### config.mk
export PLATFORM = sky130hd
export DESIGN_NAME = mem_arbiter_flat
export DESIGN_NICKNAME = d
export VERILOG_FILES = /design/src/rtl/cpu_types_pkg.sv /design/src/rtl/mem_arbiter_if.sv /design/src/rtl/mem_arbiter.sv /design/src/flat_wrapper.sv
export SDC_FILE = /design/constraint.sdc
export NUM_CORES = 1
export LEC_CHECK = 0
export CAP_MARGIN = 0
export CELL_PAD_IN_SITES_DETAIL_PLACEMENT = 1
export CELL_PAD_IN_SITES_GLOBAL_PLACEMENT = 1
export CORE_MARGIN = 2
export CORE_UTILIZATION = 14
export CTS_CLUSTER_SIZE = 20
export DETAILED_ROUTE_END_ITERATION = 10
export GPL_ROUTABILITY_DRIVEN = 0
export PLACE_DENSITY_LB_ADDON = 0.1
export SLEW_MARGIN = 20
export SYNTH_ARGS = -nofsm -noshare
export SYNTH_HDL_FRONTEND = slang
export SYNTH_SLANG_ARGS = --single-unit
### constraint.sdc
create_clock -name CLK -period 2.7 [get_ports CLK]
set_clock_uncertainty 0.1 [all_clocks]
set_input_delay 0.675 -clock CLK [delete_from_list [all_inputs] [get_ports CLK]]
set_output_delay 0.675 -clock CLK [all_outputs]
set_load 0.005 [all_outputs]
### src/rtl/cpu_types_pkg.sv
// Shared CPU-side types: bus words, RAM status codes and the memory arbiter state.
package cpu_types_pkg;

    localparam int unsigned WORD_W = 32;

    typedef logic [WORD_W-1:0] word_t;

    typedef enum logic [1:0] {
        FREE   = 2'd0,
        BUSY   = 2'd1,
        ACCESS = 2'd2,
        ERROR  = 2'd3
    } ramstate_t;

    typedef enum logic [1:0] {
        IDLE = 2'd0,
        IGNT = 2'd1,
        DGNT = 2'd2
    } arb_state_t;

endpackage

### src/rtl/mem_arbiter_if.sv
// Cache-side and RAM-side signals of the memory arbiter, bundled as one interface.
interface mem_arbiter_if;
    import cpu_types_pkg::*;

    logic      iREN;
    word_t     iaddr;
    logic      iwait;
    word_t     iload;

    logic      dREN;
    logic      dWEN;
    word_t     daddr;
    word_t     dstore;
    logic      dwait;
    word_t     dload;

    logic      ramREN;
    logic      ramWEN;
    word_t     ramaddr;
    word_t     ramstore;
    word_t     ramload;
    ramstate_t ramstate;

    logic      mem_err;

    // Arbiter side
    modport slave (
        input  iREN, iaddr, dREN, dWEN, daddr, dstore, ramload, ramstate,
        output iwait, iload, dwait, dload, ramREN, ramWEN, ramaddr, ramstore, mem_err
    );

    // Caches and RAM model side
    modport master (
        output iREN, iaddr, dREN, dWEN, daddr, dstore, ramload, ramstate,
        input  iwait, iload, dwait, dload, ramREN, ramWEN, ramaddr, ramstore, mem_err
    );
endinterface

### src/rtl/mem_arbiter.sv
// Single-ported RAM arbiter between icache and dcache: dcache priority with an
// icache starvation guard, request-withdrawal abort, error and timeout detection.
module mem_arbiter
    import cpu_types_pkg::*;
#(
    parameter int unsigned MAX_D_STREAK = 4,
    parameter int unsigned TIMEOUT      = 64,
    parameter int unsigned CNT_W        = 7
) (
    input  logic          CLK,
    input  logic          nRST,
    mem_arbiter_if.slave  bus
);

    localparam int unsigned STREAK_W = $clog2(MAX_D_STREAK + 1);

    arb_state_t          state, state_next;
    logic [STREAK_W-1:0] streak, streak_next;
    logic [CNT_W-1:0]    tcnt, tcnt_next;
    logic                err_q, err_set;
    logic                grant_stall;
    logic                streak_full;

    assign streak_full = (streak == STREAK_W'(MAX_D_STREAK));
    assign bus.iload   = bus.ramload;
    assign bus.dload   = bus.ramload;
    assign bus.mem_err = err_q;

    always_ff @(posedge CLK) begin
        if (!nRST) begin
            state  <= IDLE;
            streak <= '0;
            tcnt   <= '0;
            err_q  <= 1'b0;
        end else begin
            state  <= state_next;
            streak <= streak_next;
            tcnt   <= tcnt_next;
            err_q  <= err_q | err_set;
        end
    end

    always_comb begin
        state_next   = state;
        streak_next  = bus.iREN ? streak : '0;
        tcnt_next    = tcnt;
        err_set      = 1'b0;
        grant_stall  = 1'b0;
        bus.ramREN   = 1'b0;
        bus.ramWEN   = 1'b0;
        bus.ramaddr  = '0;
        bus.ramstore = '0;
        bus.iwait    = 1'b1;
        bus.dwait    = 1'b1;

        case (state)
            IDLE: begin
                tcnt_next = '0;
                if (bus.iREN && streak_full)       state_next = IGNT;
                else if (bus.dREN || bus.dWEN)     state_next = DGNT;
                else if (bus.iREN)                 state_next = IGNT;
            end
            IGNT: begin
                bus.ramaddr = bus.iaddr;
                if (!bus.iREN) begin
                    state_next = IDLE;
                end else begin
                    bus.ramREN = 1'b1;
                    if (bus.ramstate == ACCESS) begin
                        bus.iwait   = 1'b0;
                        streak_next = '0;
                        state_next  = IDLE;
                    end else begin
                        grant_stall = 1'b1;
                    end
                end
            end
            DGNT: begin
                bus.ramaddr  = bus.daddr;
                bus.ramstore = bus.dstore;
                bus.ramWEN   = bus.dWEN;
                bus.ramREN   = bus.dREN & ~bus.dWEN;
                if (!bus.dREN && !bus.dWEN) begin
                    state_next = IDLE;
                end else if (bus.ramstate == ACCESS) begin
                    bus.dwait  = 1'b0;
                    state_next = IDLE;
                    if (bus.iREN && !streak_full) streak_next = streak + STREAK_W'(1);
                end else begin
                    grant_stall = 1'b1;
                end
            end
            default: state_next = IDLE;
        endcase

        // A live grant without ACCESS either fails now or keeps counting toward timeout
        if (grant_stall) begin
            if (bus.ramstate == ERROR || tcnt == CNT_W'(TIMEOUT - 1)) begin
                err_set    = 1'b1;
                state_next = IDLE;
            end else begin
                tcnt_next = tcnt + CNT_W'(1);
            end
        end
    end

endmodule

### src/flat_wrapper.sv
// flat-port wrapper written by rule: the top's interface ports become plain ports
module mem_arbiter_flat import cpu_types_pkg::*;
#(
    parameter int unsigned MAX_D_STREAK = 4,
    parameter int unsigned TIMEOUT      = 64,
    parameter int unsigned CNT_W        = 7
)
  (CLK, nRST, bus_iREN, bus_iaddr, bus_dREN, bus_dWEN, bus_daddr, bus_dstore, bus_ramload, bus_ramstate, bus_iwait, bus_iload, bus_dwait, bus_dload, bus_ramREN, bus_ramWEN, bus_ramaddr, bus_ramstore, bus_mem_err);
  mem_arbiter_if bus_i ();
  input  logic CLK;
  input  logic nRST;
  input wire logic [$bits(bus_i.iREN)-1:0] bus_iREN;
  input wire logic [$bits(bus_i.iaddr)-1:0] bus_iaddr;
  input wire logic [$bits(bus_i.dREN)-1:0] bus_dREN;
  input wire logic [$bits(bus_i.dWEN)-1:0] bus_dWEN;
  input wire logic [$bits(bus_i.daddr)-1:0] bus_daddr;
  input wire logic [$bits(bus_i.dstore)-1:0] bus_dstore;
  input wire logic [$bits(bus_i.ramload)-1:0] bus_ramload;
  input wire logic [$bits(bus_i.ramstate)-1:0] bus_ramstate;
  output wire logic [$bits(bus_i.iwait)-1:0] bus_iwait;
  output wire logic [$bits(bus_i.iload)-1:0] bus_iload;
  output wire logic [$bits(bus_i.dwait)-1:0] bus_dwait;
  output wire logic [$bits(bus_i.dload)-1:0] bus_dload;
  output wire logic [$bits(bus_i.ramREN)-1:0] bus_ramREN;
  output wire logic [$bits(bus_i.ramWEN)-1:0] bus_ramWEN;
  output wire logic [$bits(bus_i.ramaddr)-1:0] bus_ramaddr;
  output wire logic [$bits(bus_i.ramstore)-1:0] bus_ramstore;
  output wire logic [$bits(bus_i.mem_err)-1:0] bus_mem_err;
  assign bus_i.iREN = bus_iREN;
  assign bus_i.iaddr = bus_iaddr;
  assign bus_i.dREN = bus_dREN;
  assign bus_i.dWEN = bus_dWEN;
  assign bus_i.daddr = bus_daddr;
  assign bus_i.dstore = bus_dstore;
  assign bus_i.ramload = bus_ramload;
  assign bus_i.ramstate = bus_ramstate;
  assign bus_iwait = bus_i.iwait;
  assign bus_iload = bus_i.iload;
  assign bus_dwait = bus_i.dwait;
  assign bus_dload = bus_i.dload;
  assign bus_ramREN = bus_i.ramREN;
  assign bus_ramWEN = bus_i.ramWEN;
  assign bus_ramaddr = bus_i.ramaddr;
  assign bus_ramstore = bus_i.ramstore;
  assign bus_mem_err = bus_i.mem_err;
  mem_arbiter #(.MAX_D_STREAK(MAX_D_STREAK), .TIMEOUT(TIMEOUT), .CNT_W(CNT_W)) u_core (.CLK(CLK), .nRST(nRST), .bus(bus_i));
endmodule
Yosys cells after proc, flatten, opt, wreduce, memory -nomap -nowiden
Index checks and enable logic that the tools add are counted.

cells by class
  multiplexer cells = 34
  equal/unequal tests = 6
  add/sub/neg operators = 2
  reduce and logical (&&, ||, !) cells = 9
  bitwise gates (word level) = 3

operators by type and width
  cell                                                                   count
  32-bit one-hot mux with 2 select lines                                 1
  32-bit two-way mux                                                     1
  7-bit two-way mux                                                      3
  3-bit two-way mux                                                      6
  2-bit two-way mux                                                      8
  1-bit two-way mux                                                      11
  7-bit by 1-bit adder with 7-bit output, second input constant          1
  7-bit by 6-bit equality test with 1-bit output, second input constant  1
  2-bit equality test, second input constant                             3
  2-bit one-hot mux with 3 select lines                                  1
  3-bit one-hot mux with 2 select lines                                  1
  1-bit one-hot mux with 2 select lines                                  2
  3-bit by 1-bit adder with 3-bit output, second input constant          1
  3-bit equality test, second input constant                             1
  1-bit logical AND                                                      3
  1-bit logical NOT                                                      3
  2-bit by 1-bit equality test with 1-bit output, second input constant  1
  2-bit logical NOT                                                      1
  1-bit logical OR                                                       2
  1-bit bitwise AND                                                      1
  1-bit NOT                                                              1
  1-bit bitwise OR                                                       1

storage, ports and cells
  register bits = 13
  input port bits = 135
  output and inout bits = 133

Longest topological paths before layout
  depth after elaboration = 7
  mapped depth = 7
  mapped depth without buffers = 6

Least setup slack after synthesis
Ideal clock, no wire load.

  path kind = register to output
  from = reg u_core.state[0]
  to = out bus_ramaddr[0]
  stages on the path, launching flop included = 8
  arrival = 1.612 ns
  path slack = 0.313 ns
  cell sequence = dfxtp_1 inv_1 ha_1 buf_4 and2_1 clkbuf_1 clkbuf_1 a22o_1

between the ends
  longest elaborated chain between the ends = 2

RTL lines
  what                                                                                   RTL line            text
  start: declaration                                                                     mem_arbiter.sv:17   arb_state_t state, state_next;
  start signal: assignment                                                               mem_arbiter.sv:36   state <= state_next;
  2-bit equality test or 2-bit by 1-bit equality test with 1-bit output (tied branches)  mem_arbiter.sv:56   case (state)
  32-bit one-hot mux with 2 select lines *                                               mem_arbiter.sv:56
  end: declaration                                                                       flat_wrapper.sv:26  output wire logic [$bits(bus_i.ramaddr)-1:0] bus_ramaddr;

Mark *: on every way between the ends. The rest lies on a longest branch, timed or not.

Final worst setup path
  from = in bus_iREN
  to = out bus_iwait

between the ends
  longest elaborated chain between the ends = 2

RTL lines
  what                RTL line            text
  start: declaration  flat_wrapper.sv:12  input wire logic [$bits(bus_i.iREN)-1:0] bus_iREN;
  1-bit two-way mux   mem_arbiter.sv:65   if (!bus.iREN) begin
  1-bit two-way mux   mem_arbiter.sv:56
  end: declaration    flat_wrapper.sv:20  output wire logic [$bits(bus_i.iwait)-1:0] bus_iwait;

Every way passes these cells.

==> impl_results.md <==
- Run status: completed
- CTS buffer count: 3
- Async SR Flop Fraction: 0%
- Synth area leaders: buf_4, a22o_1, dfxtp_1, and2_1, ha_1
- Sequential cell fraction of total power: 20.8%
- Drt via density: 4.02
- Hold slack: 0.398 ns
- Via count: 2183
- Combinational power share: 49.6%
- I/O pins: 268
- Slew @ Worst Pin: 0.593 ns
- Post-route ant nets: 0
- Gr ovfl total: 0
- Endpoints failing hold: 0
- EDFF count, synth: 0
- Avg Cell Area, Syn: 7.59 sq um
- Gr usage total: 11.8%
- Startpoint Class: input pin
- Clock slew at reported path FFs: 0.05 ns
- Crit path arrival time: 1.84 ns
- R2r setup slk: 0.46 ns
- Routed wire length: 9230 um
- Register area share after synthesis: 14.0%
- Worst-skew pair later-pin latency: 0.24 ns
- Yosys reg bits: 13
- Starting Density: 14.2%
- Die W: 119 um
- Worst R2R Start: u_core.state[1]
- Clock root buffer: clkbuf_16
- Hold Path Class: reg2reg
- # rows: 42
- Max-cap violations: 0
- Die area: 0.0142 sq mm
- Synth warnings: 0
- Worst EP required: 1.92 ns
- Vias in the first global route: 2337
- End of the worst register-to-register path: u_core.tcnt[4]
- Distinct cells, synth: 38
- Hold Crit Start: u_core.tcnt[6]
- Synth Flop Type: dfxtp_1
- Mapped Cells: 245
- Drc violations: 0
- Lkg Pwr: 1.92 nW
- Worst IR drop on VDD: 194 uV
- P_sw: 0.000248 W
- Antenna violations before repair: 0
- Final setup viols: 0
- P_int: 0.000708 W
- First-pass GRT wire length: 13200 um
- Cells on worst reg2reg path: 7
- Setup CP Type: in2out
- Post-synth top area share: 26.2%
- Fin crit share: 96.8%
- Post-Syn Area: 0.00186 sq mm
- F_max: 382 MHz
- Syn nets: 387
- Tmin final: 2.61 ns
- Unrepaired setup endpoints after global routing: no
- Setup WS post-layout: 0.0852 ns
- Leading area contributor after synthesis: buf_4
- Hold EP: u_core.tcnt[6]
- Area Growth Syn to Fin: 99.9%
- Wire length per cell: 17.0 um
- Ratio of cells with drive above 1 in the final layout: 11.4%
- Sum Neg Setup Slack: 0 ns
- Top cells by count, synth: buf_4, and2_1, a22o_1
- Crit end category: output port
- Critical path fanouts, max: 6
- # nets final: 510
- DRT Pass-1 Iters: 4
- Final-report max-slew violation count: 0
- Clock buffer depth: 2
- IO Port Bufs: 171
- ANT cells: 0
- Clock share of power: 29.6%
- Min-Delay Path Depth: 1
- Drt first-iter violations: 50
- # clock sinks: 13
- Sw frac: 25.9%
- Slew margin rel.: 60.0%
- Post-place setup slack: -0.192 ns
- Largest net degree at the start of global routing: 34
- Core area: 0.0131 sq mm
- Detailed placer's ending HPWL: 7270 um
- Most common cell in the synthesized netlist: buf_4
- H-tree Lvls: 1
- CTS tree: built
- Power per cell area: 257 mW/mm^2
- Die Span Y: 119 um
==> through the flow <==
step	util, %	instances	instance area, sq um	power (W)
finish	28.4	543	3720	0.000956
global route	28.4	543	3720	0.00102
CTS	26.9	539	3520	0.000963
detailed placement	26.2	535	3430	0.000670
global placement	26.2	535	3430	0.000667
floorplan	-	245	1860	0.000403
==> flip-flops by register name, summed over array words and instances, names as in the netlist <==
name	flops
u_core.streak	3
u_core.state	2
u_core.bus.mem_err	1
u_core.tcnt	7
==> metal layers <==
metal,vias to the layer above,wire [um],global-route usage (%)
met3,25,563,3.07
met5,-,0,0
met1,1025,3710,13.0
met2,86,4770,22.0
li1,1047,-,-
met4,0,187,3.20
==> critical path, stage by stage <==
cell	delay [ns]
clkdlybuf4s50_1	0.43
buf_4	0.17
nand3_1	0.07
clkdlybuf4s50_1	0.49
==> how the worst max path moves through the flow <==
stage / endpoint / from / slack (ns)
2_1_floorplan: bus_ramaddr[0] / u_core.state[0] / 0.31
3_3_place_gp: bus_dwait / bus_ramstate[0] / -0.20
3_5_place_dp: bus_dwait / bus_ramstate[0] / -0.19
4_1_cts: bus_ramaddr[10] / u_core.state[0] / -0.13
5_1_grt: bus_ramstore[22] / u_core.state[1] / 0.03
6_report: bus_iwait / bus_iREN / 0.09
==> area by class of cell <==
class	count	area, sq um
Clock buffer	4	78.8
Fill cell	1526	9370
Inverter	7	26.3
Multi-Input combinational cell	148	1090
Sequential cell	13	263
Tap cell	176	220
Timing Repair Buffer	195	2040
==> placed cells by master, fill, tap and decap left out, types with 2 or more instances in the layout <==
master	count
clkdlybuf4s50_1	134
and2_1	34
dlymetal6s2s_1	34
a22o_1	32
buf_4	18
nand2_1	12
dfxtp_1	11
a21oi_1	7
o21ai_0	6
inv_1	5
ha_1	5
clkbuf_16	5
o211ai_1	4
nor2_1	4
nand3b_1	3
a21boi_0	3
a31oi_1	3
dlygate4sd2_1	3
and2_4	2
inv_2	2
nor2_2	2
nand3_1	2
and3_1	2
a311oi_1	2
nand4_1	2
ha_4	2
buf_12	2
dfxtp_2	2
==> power groups by stage <==
stage	clock network, W	logic [W]	registers [W]
after detailed placement	0	0.000469	0.000201
after global placement	0	0.000466	0.000201
after CTS	0.000293	0.000473	0.000197
after floorplan	0	0.000202	0.000202
after global routing	0.000303	0.000517	0.000198
final	0.000283	0.000474	0.000198
==> what timing repair did <==
item / CTS / global route
hold buffers: 0 / 0
setup buffers: 0 / 0
setup endpoints to repair: 35 / 60
hold endpoints to repair: 0 / 0
gates resized for setup: 7 / 46
cloned: 0 / 4
pin swaps: 0 / 1
==> cells by family after synthesis <==
| kind of cell | after synthesis | synth area share, % |
|---|---|---|
| flip-flops | 13 | 14.0 |
| buffers and inverters | 84 | 30.1 |
| adder cells (fa/ha/maj) | 7 | 4.71 |
| AND/OR/NAND/NOR | 76 | 24.2 |
| AO/OA/AOI/OAI | 65 | 27.0 |
Power figures use the tool's default switching activity.
